--- src/rtl/des_pkg.sv ---
// DES constant tables and permutation helpers shared by the iterative engine.
// All tables use DES bit numbering: bit 1 is the MSB of the vector.
package des_pkg;

   typedef enum logic [1:0] {StIdle, StRun, StDone} des_state_e;

   localparam int unsigned IpTbl [64] = '{
      58, 50, 42, 34, 26, 18, 10, 2, 60, 52, 44, 36, 28, 20, 12, 4,
      62, 54, 46, 38, 30, 22, 14, 6, 64, 56, 48, 40, 32, 24, 16, 8,
      57, 49, 41, 33, 25, 17, 9, 1, 59, 51, 43, 35, 27, 19, 11, 3,
      61, 53, 45, 37, 29, 21, 13, 5, 63, 55, 47, 39, 31, 23, 15, 7};

   localparam int unsigned FpTbl [64] = '{
      40, 8, 48, 16, 56, 24, 64, 32, 39, 7, 47, 15, 55, 23, 63, 31,
      38, 6, 46, 14, 54, 22, 62, 30, 37, 5, 45, 13, 53, 21, 61, 29,
      36, 4, 44, 12, 52, 20, 60, 28, 35, 3, 43, 11, 51, 19, 59, 27,
      34, 2, 42, 10, 50, 18, 58, 26, 33, 1, 41, 9, 49, 17, 57, 25};

   localparam int unsigned ETbl [48] = '{
      32, 1, 2, 3, 4, 5, 4, 5, 6, 7, 8, 9, 8, 9, 10, 11, 12, 13, 12, 13, 14, 15, 16, 17,
      16, 17, 18, 19, 20, 21, 20, 21, 22, 23, 24, 25, 24, 25, 26, 27, 28, 29, 28, 29, 30, 31,
      32, 1};

   localparam int unsigned PTbl [32] = '{
      16, 7, 20, 21, 29, 12, 28, 17, 1, 15, 23, 26, 5, 18, 31, 10,
      2, 8, 24, 14, 32, 27, 3, 9, 19, 13, 30, 6, 22, 11, 4, 25};

   localparam int unsigned Pc1Tbl [56] = '{
      57, 49, 41, 33, 25, 17, 9, 1, 58, 50, 42, 34, 26, 18, 10, 2, 59, 51, 43, 35, 27, 19, 11, 3,
      60, 52, 44, 36, 63, 55, 47, 39, 31, 23, 15, 7, 62, 54, 46, 38, 30, 22, 14, 6, 61, 53, 45,
      37, 29, 21, 13, 5, 28, 20, 12, 4};

   localparam int unsigned Pc2Tbl [48] = '{
      14, 17, 11, 24, 1, 5, 3, 28, 15, 6, 21, 10, 23, 19, 12, 4, 26, 8, 16, 7, 27, 20, 13, 2,
      41, 52, 31, 37, 47, 55, 30, 40, 51, 45, 33, 48, 44, 49, 39, 56, 34, 53, 46, 42, 50, 36,
      29, 32};

   // Each S-box row packs its 16 nibbles with column 0 in the top nibble.
   localparam logic [63:0] SBoxTbl [8][4] = '{
      '{64'hE4D12FB83A6C5907, 64'h0F74E2D1A6CB9538, 64'h41E8D62BFC973A50, 64'hFC8249175B3EA06D},
      '{64'hF18E6B34972DC05A, 64'h3D47F28EC01A69B5, 64'h0E7BA4D158C6932F, 64'hD8A13F42B67C05E9},
      '{64'hA09E63F51DC7B428, 64'hD709346A285ECBF1, 64'hD6498F30B12C5AE7, 64'h1AD069874FE3B52C},
      '{64'h7DE3069A1285BC4F, 64'hD8B56F03472C1AE9, 64'hA690CB7DF13E5284, 64'h3F06A1D8945BC72E},
      '{64'h2C417AB6853FD0E9, 64'hEB2C47D150FA3986, 64'h421BAD78F9C5630E, 64'hB8C71E2D6F09A453},
      '{64'hC1AF92680D34E75B, 64'hAF427C9561DE0B38, 64'h9EF528C3704A1DB6, 64'h432C95FABE17608D},
      '{64'h4B2EF08D3C975A61, 64'hD0B7491AE35C2F86, 64'h14BDC37EAF680592, 64'h6BD814A7950FE23C},
      '{64'hD2846FB1A93E50C7, 64'h1FD8A374C56B0E92, 64'h7B419CE206ADF358, 64'h21E74A8DFC90356B}};

   localparam logic [1:0] ShiftTbl [16] = '{
      2'd1, 2'd1, 2'd2, 2'd2, 2'd2, 2'd2, 2'd2, 2'd2,
      2'd1, 2'd2, 2'd2, 2'd2, 2'd2, 2'd2, 2'd2, 2'd1};

   function automatic logic [63:0] ip(input logic [63:0] x);
      logic [63:0] y;
      for (int i = 0; i < 64; i++) y[63-i] = x[64-IpTbl[i]];
      return y;
   endfunction

   function automatic logic [63:0] fp(input logic [63:0] x);
      logic [63:0] y;
      for (int i = 0; i < 64; i++) y[63-i] = x[64-FpTbl[i]];
      return y;
   endfunction

   // Parity bits (8, 16, ..., 64) are never referenced by the table.
   function automatic logic [55:0] pc1(input logic [63:0] k);
      logic [55:0] y;
      for (int i = 0; i < 56; i++) y[55-i] = k[64-Pc1Tbl[i]];
      return y;
   endfunction

   function automatic logic [47:0] pc2(input logic [55:0] cd);
      logic [47:0] y;
      for (int i = 0; i < 48; i++) y[47-i] = cd[56-Pc2Tbl[i]];
      return y;
   endfunction

   function automatic logic [27:0] rotl28(input logic [27:0] x, input logic [1:0] n);
      return (n == 2'd1) ? {x[26:0], x[27]} : {x[25:0], x[27:26]};
   endfunction

   function automatic logic [27:0] rotr28(input logic [27:0] x, input logic [1:0] n);
      return (n == 2'd1) ? {x[0], x[27:1]} : {x[1:0], x[27:2]};
   endfunction

   function automatic logic [31:0] feistel_f(input logic [31:0] r, input logic [47:0] k);
      logic [47:0] x;
      logic [31:0] s;
      logic [31:0] y;
      logic [5:0]  b;
      logic [63:0] row;
      for (int i = 0; i < 48; i++) x[47-i] = r[32-ETbl[i]];
      x = x ^ k;
      for (int j = 0; j < 8; j++) begin
         b   = x[47-6*j -: 6];
         row = SBoxTbl[j][{b[5], b[0]}];
         s[31-4*j -: 4] = row[63-4*int'(b[4:1]) -: 4];
      end
      for (int i = 0; i < 32; i++) y[31-i] = s[32-PTbl[i]];
      return y;
   endfunction

endpackage

--- src/rtl/des_round.sv ---
// One combinational DES Feistel round: L' = R, R' = L ^ f(R, K).
module des_round
   import des_pkg::*;
(
   input  logic [31:0] l_i,
   input  logic [31:0] r_i,
   input  logic [47:0] k_i,
   output logic [31:0] l_o,
   output logic [31:0] r_o
);

   assign l_o = r_i;
   assign r_o = l_i ^ feistel_f(r_i, k_i);

endmodule

--- src/rtl/des_iterative_engine.sv ---
// Iterative DES engine: UNROLL Feistel rounds per clock with an on-the-fly key schedule,
// valid/ready block handshake on both sides.
module des_iterative_engine
   import des_pkg::*;
#(
   parameter int unsigned UNROLL = 1
) (
   input  logic        clk,
   input  logic        rst_n,
   input  logic        in_valid,
   output logic        in_ready,
   input  logic [63:0] in_block,
   input  logic [63:0] in_key,
   input  logic        in_decrypt,
   output logic        out_valid,
   input  logic        out_ready,
   output logic [63:0] out_block,
   output logic        busy
);

   if (!(UNROLL == 1 || UNROLL == 2 || UNROLL == 4)) begin : g_bad_unroll
      $error("des_iterative_engine: UNROLL must be 1, 2 or 4");
   end

   des_state_e  state_q, state_d;
   logic [4:0]  cnt_q, cnt_d;
   logic [31:0] l_q, l_d, r_q, r_d;
   logic [27:0] c_q, c_d, d_q, d_d;
   logic        dec_q, dec_d;
   logic [63:0] out_q, out_d;

   // Encrypt rotates before deriving the subkey; decrypt derives first, then rotates right.
   for (genvar u = 0; u < UNROLL; u++) begin : g_lane
      logic [3:0]  rnd;
      logic [27:0] c_in, d_in, c_out, d_out;
      logic [31:0] l_in, r_in, l_out, r_out;
      logic [47:0] subkey;

      if (u == 0) begin : g_first
         assign c_in = c_q;
         assign d_in = d_q;
         assign l_in = l_q;
         assign r_in = r_q;
      end else begin : g_next
         assign c_in = g_lane[u-1].c_out;
         assign d_in = g_lane[u-1].d_out;
         assign l_in = g_lane[u-1].l_out;
         assign r_in = g_lane[u-1].r_out;
      end

      assign rnd    = cnt_q[3:0] + 4'(u);
      assign c_out  = dec_q ? rotr28(c_in, ShiftTbl[4'd15 - rnd]) : rotl28(c_in, ShiftTbl[rnd]);
      assign d_out  = dec_q ? rotr28(d_in, ShiftTbl[4'd15 - rnd]) : rotl28(d_in, ShiftTbl[rnd]);
      assign subkey = dec_q ? pc2({c_in, d_in}) : pc2({c_out, d_out});

      des_round u_round (
         .l_i (l_in),
         .r_i (r_in),
         .k_i (subkey),
         .l_o (l_out),
         .r_o (r_out)
      );
   end

   always_comb begin
      state_d = state_q;
      cnt_d   = cnt_q;
      l_d     = l_q;
      r_d     = r_q;
      c_d     = c_q;
      d_d     = d_q;
      dec_d   = dec_q;
      out_d   = out_q;
      unique case (state_q)
         StIdle: begin
            if (in_valid) begin
               {l_d, r_d} = ip(in_block);
               {c_d, d_d} = pc1(in_key);
               dec_d      = in_decrypt;
               cnt_d      = 5'd0;
               state_d    = StRun;
            end
         end
         StRun: begin
            l_d   = g_lane[UNROLL-1].l_out;
            r_d   = g_lane[UNROLL-1].r_out;
            c_d   = g_lane[UNROLL-1].c_out;
            d_d   = g_lane[UNROLL-1].d_out;
            cnt_d = cnt_q + 5'(UNROLL);
            if (cnt_d == 5'd16) begin
               // Final swap is undone by presenting {R, L} to FP.
               out_d   = fp({g_lane[UNROLL-1].r_out, g_lane[UNROLL-1].l_out});
               state_d = StDone;
            end
         end
         StDone: begin
            if (out_ready) state_d = StIdle;
         end
         default: state_d = StIdle;
      endcase
   end

   always_ff @(posedge clk) begin
      if (!rst_n) begin
         state_q <= StIdle;
         cnt_q   <= 5'd0;
         l_q     <= 32'd0;
         r_q     <= 32'd0;
         c_q     <= 28'd0;
         d_q     <= 28'd0;
         dec_q   <= 1'b0;
         out_q   <= 64'd0;
      end else begin
         state_q <= state_d;
         cnt_q   <= cnt_d;
         l_q     <= l_d;
         r_q     <= r_d;
         c_q     <= c_d;
         d_q     <= d_d;
         dec_q   <= dec_d;
         out_q   <= out_d;
      end
   end

   assign in_ready  = (state_q == StIdle);
   assign out_valid = (state_q == StDone);
   assign busy      = (state_q != StIdle);
   assign out_block = out_q;

endmodule

--- config.mk ---
export PLATFORM = sky130hd
export DESIGN_NAME = des_iterative_engine
export DESIGN_NICKNAME = d
export VERILOG_FILES = /design/src/rtl/des_pkg.sv /design/src/rtl/des_round.sv /design/src/rtl/des_iterative_engine.sv
export SDC_FILE = /design/constraint.sdc
export NUM_CORES = 1
export LEC_CHECK = 0
export ABC_CLOCK_PERIOD_IN_PS = 7800
export BUFFER_PORTS_ARGS = -buffer_cell sky130_fd_sc_hd__buf_2
export CAP_MARGIN = 20
export CORE_ASPECT_RATIO = 0.8
export CORE_MARGIN = 5
export CORE_UTILIZATION = 59
export DETAILED_ROUTE_END_ITERATION = 10
export PLACE_DENSITY = 0.87
export SLEW_MARGIN = 20
export SYNTH_ARGS = -nofsm -noshare
export SYNTH_HDL_FRONTEND = slang
export SYNTH_SLANG_ARGS = --single-unit
--- constraint.sdc ---
create_clock -name clk -period 7.8 [get_ports clk]
set_clock_uncertainty 0.15 [all_clocks]
set_input_delay 0.78 -clock clk [delete_from_list [all_inputs] [get_ports clk]]
set_output_delay 0.78 -clock clk [all_outputs]
set_load 0.05 [all_outputs]
==> impl_results.md, run 1 <==
* Final WL at 63.4 mm
* Pwr dens at 256 mW/mm²
* Die Ht at 167 µm
* Least-Margin Pin Slew at 1.14 ns
* Cell Rows at 57
* Htree depth at 4
* Vias at 19,940
* Synth cell count leaders: nand2_1 (501), nor2_1 (197), dfxtp_1 (192)
* Unique masters post-synth at 111
* Via density at 6.95
* Max VDD drop at 0.167 mV
* Sink Count at 192
* CP Data Arrival Time at 5.78 ns
* Nets@finish at 2,641
* First-pass GRT wire length at 99.5 mm
* Largest net degree at the start of global routing at 94
* Fill count at 2,654
* CTS tree: done
* Final setup fails at 0
* Worst-path fanout max at 23
* Root buf cell: clkbuf_16
* Final Slew Violations at 0
* Syn_nets at 2,626
* Reg2reg path depth at 13
* Data required, critical path at 8.02 ns
* Leak at 7.54 nW
* # diodes at 0
* Setup TNS at 0 ns
* RSZ-0062 raised after global routing: false
* Synth top area share at 21.2%
* Die span in x at 206 µm
* Hold path depth at 2
* Starting Density at 59.8%
* Multi-input gate area at 0.0131 mm²
* Setup WS pre-CTS at 2.48 ns
* Routed WL per cell at 22.1 µm
* Maximum root-to-sink buffer count at 2
* Top FF cell, synth: dfxtp_1
* ANT nets after route at 0
* Tightest Hold Check Type: reg2reg
* Seq/Total Area, Yosys at 21.2%
* Reg area at 0.00385 mm²
* Final worst-path cycle share at 71.3%
* Fin util at 64.1%
* Aggregate global routing overflow at 0
* Max Cap Viol at 0
* Post-synth ARST share at 0%
* Reg2reg setup slack at 2.24 ns
* Number of gates resized after cts at 0
* Vias in the first global route at 18,028
* CTS Buf Count at 17
* Core footprint at 0.0304 mm²
* Post-route design area at 0.0195 mm²
* Cell area after synthesis at 0.0182 mm²
* Number of synthesized register bits at 192
* CP Launch Type: register
* Status: completed
* Final setup margin at 2.24 ns
* Post-synth top area cell: dfxtp_1
* PortBufs at 191
* Clk slew on worst S/H paths at 0.10 ns
* Synth warn at 0
* 1st-pass router iterations at 9
* Area of placed instances at 0.0188 mm²
* Final Hold Fails at 0
* Kind of critical path: reg2reg
* Post-synthesis instance total at 2,429
* Aggregate global-route resource usage at 35.4%
* P&R area growth vs syn at 7.21%
* RePlAce Congestion at 1.01
* Synth top area cells: dfxtp_1 (21%), nand2_1 (10%), a311oi_1 (4.6%)
* Initial DRC count at 3,394
* Hold Buf Count CTS at 0
* Count leader, synth: nand2_1
* Postcts setup bufs at 0
* Slew headroom at 23.7%
* Detail Placement HPWL at 43.3 mm
* Fin crit period at 5.56 ns
* Post-synth EDFFs at 0
* Antenna violations before repair at 0
* DR DRC count at 0
* Fmax at 180 MHz
* Crit. End Element: register
* Syn_area_per_cell at 7.48 µm²
* IO Pins at 200
* Share of post-route cells with drive strength above 1 at 16.3%
* Clk Latency, worst-skew pair at 0.48 ns
* Die footprint at 0.0344 mm²
==> registers in the layout, indices dropped and copies added, names as in the netlist <==
| signal | count |
|---|---|
| d_q | 28 |
| out_block | 64 |
| dec_q | 1 |
| state_q | 2 |
| cnt_q | 5 |
| c_q | 28 |
| g_lane.r_in | 32 |
| g_lane.l_in | 32 |
==> cells in the final DEF (no fill, tap or decap), types with 23 or more instances in the layout <==
cell      synthesis  final
and3_1           33     33
nor2_1          197    196
nor3_1           32     32
nand3_1         102    102
nand2_1         501    500
inv_1            63     61
ha_1             64     64
o211ai_1         32     32
buf_2            41    191
mux2i_1          55     55
o31ai_1          44     44
a21oi_1         115    115
nand4_1          37     37
o21ai_0          73     73
xnor2_1          29     26
or3_1            24     23
a311oi_1         95     95
dfxtp_1         192    191
a211oi_1         37     37
a31oi_1          74     74
==> area by class of cell <==
type | instances | area share [%]
well taps | 413 | 2.65
inverters | 67 | 1.30
repair buffers | 213 | 5.76
clock inverters | 15 | 1.09
clock buffers | 17 | 2.18
multi-input cells | 1953 | 67.2
flip-flops and latches | 192 | 19.8
==> power breakdown <==
part | internal, W | switching (W) | leakage, nW | total [W]
clock network | 0.000454 | 0.000540 | 0.307 | 0.000994
logic | 0.00105 | 0.00170 | 5.66 | 0.00275
registers | 0.00106 | 0.000178 | 1.58 | 0.00124
total | 0.00257 | 0.00242 | 7.54 | 0.00498
==> layer usage <==
metal | global-route usage, % | share of wire (%)
met4 | 17.3 | 5.5
met3 | 5.72 | 10
met5 | 0 | 0
met2 | 53.2 | 44
met1 | 49.3 | 40
==> logic make-up after synthesis <==
group                      count (synthesis)  share of synthesized area, %
and+or+nand+nor                         1033                          26.2
AOI/OAI and AO/OA                        697                          29.8
buffers and inverters                    284                          7.19
DFF                                      192                          21.2
xor gates and xnor gates                  82                          5.86
muxes                                     77                          5.41
adders and majority gates                 64                          4.41
==> worst max-delay path, stage by stage (launching register included) <==
cell	delay, ns
dfxtp_1	0.76
and4b_1	0.81
buf_4	0.43
nor4_1	0.08
a211oi_1	0.27
o21bai_1	0.22
xor2_1	0.66
inv_1	0.19
ha_1	0.66
nor2_1	0.13
a2111oi_0	0.51
a211o_1	0.22
nand2_1	0.09
o211a_1	0.25
==> per-stage QoR <==
step / hold WS (ns) / std cells / power [W]
finish: 0.308 / 2870 / 0.00498
global route: 0.337 / 2870 / 0.00525
CTS: 0.311 / 2870 / 0.00489
detailed placement: 0.299 / 2838 / 0.00390
global placement: 0.291 / 2838 / 0.00385
floorplan: 0.289 / 2429 / 0.00330
==> path summary, 6_finish.rpt <==
check                 from                 end
min reg2reg  out_block[53]       out_block[53]
max reg2reg       cnt_q[3]  g_lane[0].r_in[22]
min          out_block[53]       out_block[53]
max               cnt_q[3]  g_lane[0].r_in[22]
(Power assumes the default switching activity.)
==> run 2: changes to the inputs <==
Settings changed: ABC_CLOCK_PERIOD_IN_PS 7800 to 5500.
Clock period 7.8 ns to 5.5 ns, I/O delays scaled along.
==> run 2 against run 1 <==
Combinational power up 44%. Total power grew 42%. Clock-buffer cell count unchanged. Die area unchanged. Critical path depth shrank 1.
==> impl_results.md, run 2 (same netlist as run 1, synthesis figures left out) <==
* Pwr dens at 360 mW/mm²
* CP Data Arrival Time at 5.26 ns
* Final setup margin at 0.455 ns
* ANT nets after route at 0
* Starting Density at 59.8%
* Comb power frac at 55.9%
* Postcts setup bufs at 0
* Die footprint at 0.0344 mm²
* Commonest non-fill, non-tap cells in the layout: nand2_1 (500), nor2_1 (196), dfxtp_1 (191), buf_2 (191), a21oi_1 (115)
* Fmax at 198 MHz
* Net Sw Frac at 48.2%
* Vias in the first global route at 18,410
* Data required, critical path at 5.71 ns
* Worst path slowest cell: dfxtp_1
* Final Hold Fails at 0
* Most frequent CP cell: buf_4
* Leak at 7.67 nW
* Fill count at 2,663
* Die Ht at 167 µm
* Crit. End Element: register
* RePlAce Congestion at 1.02
* Aggregate global-route resource usage at 35.7%
* Vias at 20,142
* Slew headroom at 28.3%
* PortBufs at 191
* Htree depth at 4
* P&R area growth vs syn at 8.50%
* CP Launch Type: register
* Root buf cell: clkbuf_16
* Top cell family by delay on the critical path: compound AO/OA/AOI/OAI gates
* Multi-input gate area at 0.0131 mm²
* Clk slew on worst S/H paths at 0.10 ns
* RSZ-0062 raised after global routing: false
* Placed Cells incl. Taps at 2,865
* Core footprint at 0.0304 mm²
* DR DRC count at 0
* Kind of critical path: reg2reg
* Bufs and invs on worst path at 2
* Setup WS pre-CTS at 0.755 ns
* Detail Placement HPWL at 44.6 mm
* First-pass GRT wire length at 100 mm
* Register share of total power at 24.7%
* Max VDD drop at 0.255 mV
* Reg area at 0.00385 mm²
* Max Cap Viol at 0
* Final Slew Violations at 0
* Critical-path cell list: or3_2 > buf_4 > a41oi_1 > a2bb2oi_1 > xor2_1 > buf_4 > ha_1 > nor2_1 > a2111oi_0 > a211o_1 > nand2_1 > o211a_1
* Tightest Hold Check Type: in2reg
* Final setup fails at 0
* Via density at 6.95
* Commonest non-fill, non-tap cell in the layout: nand2_1
* Hold Slack at 0.170 ns
* Cell Rows at 57
* Nets@finish at 2,668
* Antenna violations before repair at 1
* Routed WL per cell at 22.2 µm
* Switching power at 0.00342 W
* Clk Latency, worst-skew pair at 0.48 ns
* Number of gates resized after cts at 0
* CTS Buf Count at 17
* Die span in x at 206 µm
* Hold Buf Count CTS at 0
* Setup TNS at 0 ns
* Worst-path fanout max at 32
* Initial DRC count at 3,197
* Maximum root-to-sink buffer count at 2
* Largest net degree at the start of global routing at 220
* CTS tree: done
* Finished Layout Cells at 2,897
* Final worst-path cycle share at 91.7%
* Max FFs per register at 64
* Status: completed
* Power Internal at 0.00368 W
* Sink Count at 192
* Least-Margin Pin Slew at 1.07 ns
* Final WL at 64.2 mm
* Fin crit period at 5.04 ns
* # diodes at 0
* Worst path max stage delay at 0.75 ns
* Share of post-route cells with drive strength above 1 at 17.1%
* Aggregate global routing overflow at 0
* IO Pins at 200
* Clock Power Share at 19.4%
* 1st-pass router iterations at 7
## run 2: changes by cell type in the layout (fill, tap and decap cells not counted)
| cell | change |
|---|---|
| clkinv_8 | +1 |
| inv_16 | -1 |
| xnor2_2 | -2 |
| xnor2_1 | +2 |
| buf_12 | +4 |
| buf_4 | +23 |
## run 2: final timing paths
| kind | slack [ns] | end | cells after the start | start |
|---|---|---|---|---|
| worst min register to register | 0.31 | out_block[29] | 2 | out_block[29] |
| worst max register to register | 0.46 | g_lane[0].r_in[22] | 12 | cnt_q[3] |
| worst max-delay path | 0.46 | g_lane[0].r_in[22] | 12 | cnt_q[3] |
| worst min-delay path | 0.17 | c_q[12] | 3 | in_key[62] |
## run 2: layout make-up
| class | instances | share of cell area [%] |
|---|---|---|
| tap | 413 | 2.62 |
| inverter | 67 | 1.29 |
| clock inverter | 15 | 1.06 |
| clock buffer | 17 | 2.16 |
| timing repair buffer | 240 | 6.97 |
| multi-input combinational | 1953 | 66.4 |
| sequential | 192 | 19.5 |
## run 2: routing by layer
metal  wire length [µm]  GRT usage, %  share of wire [%]  up-vias
met1              25900          49.1                 40     9478
li1                   -             -                  -     9092
met2              28000          53.9                 44     1340
met4               3530          17.2                5.5        0
met3               6780          6.53                 11      232
met5                  0             0                  0        -
## run 2: power by group through the flow
stage          logic [W]  registers, W  clock network (W)
5_1_grt          0.00428       0.00176            0.00144
4_1_cts          0.00386       0.00174            0.00138
6_report         0.00397       0.00175            0.00138
3_3_place_gp     0.00375       0.00176                  0
3_5_place_dp     0.00383       0.00177                  0
2_1_floorplan    0.00305       0.00164                  0
## run 2: worst min-delay path: stages
cell and delay (ns):
buf_2 0.09, nand2_1 0.05, a311oi_1 0.07
## run 2: through the flow
| stage | area, µm² | utilization, % | power [W] |
|---|---|---|---|
| floorplan | 18200 | - | 0.00468 |
| global placement | 19100 | 62.7 | 0.00551 |
| detailed placement | 19100 | 62.7 | 0.00560 |
| CTS | 19700 | 64.8 | 0.00698 |
| global route | 19700 | 64.9 | 0.00748 |
| finish | 19700 | 64.9 | 0.00710 |
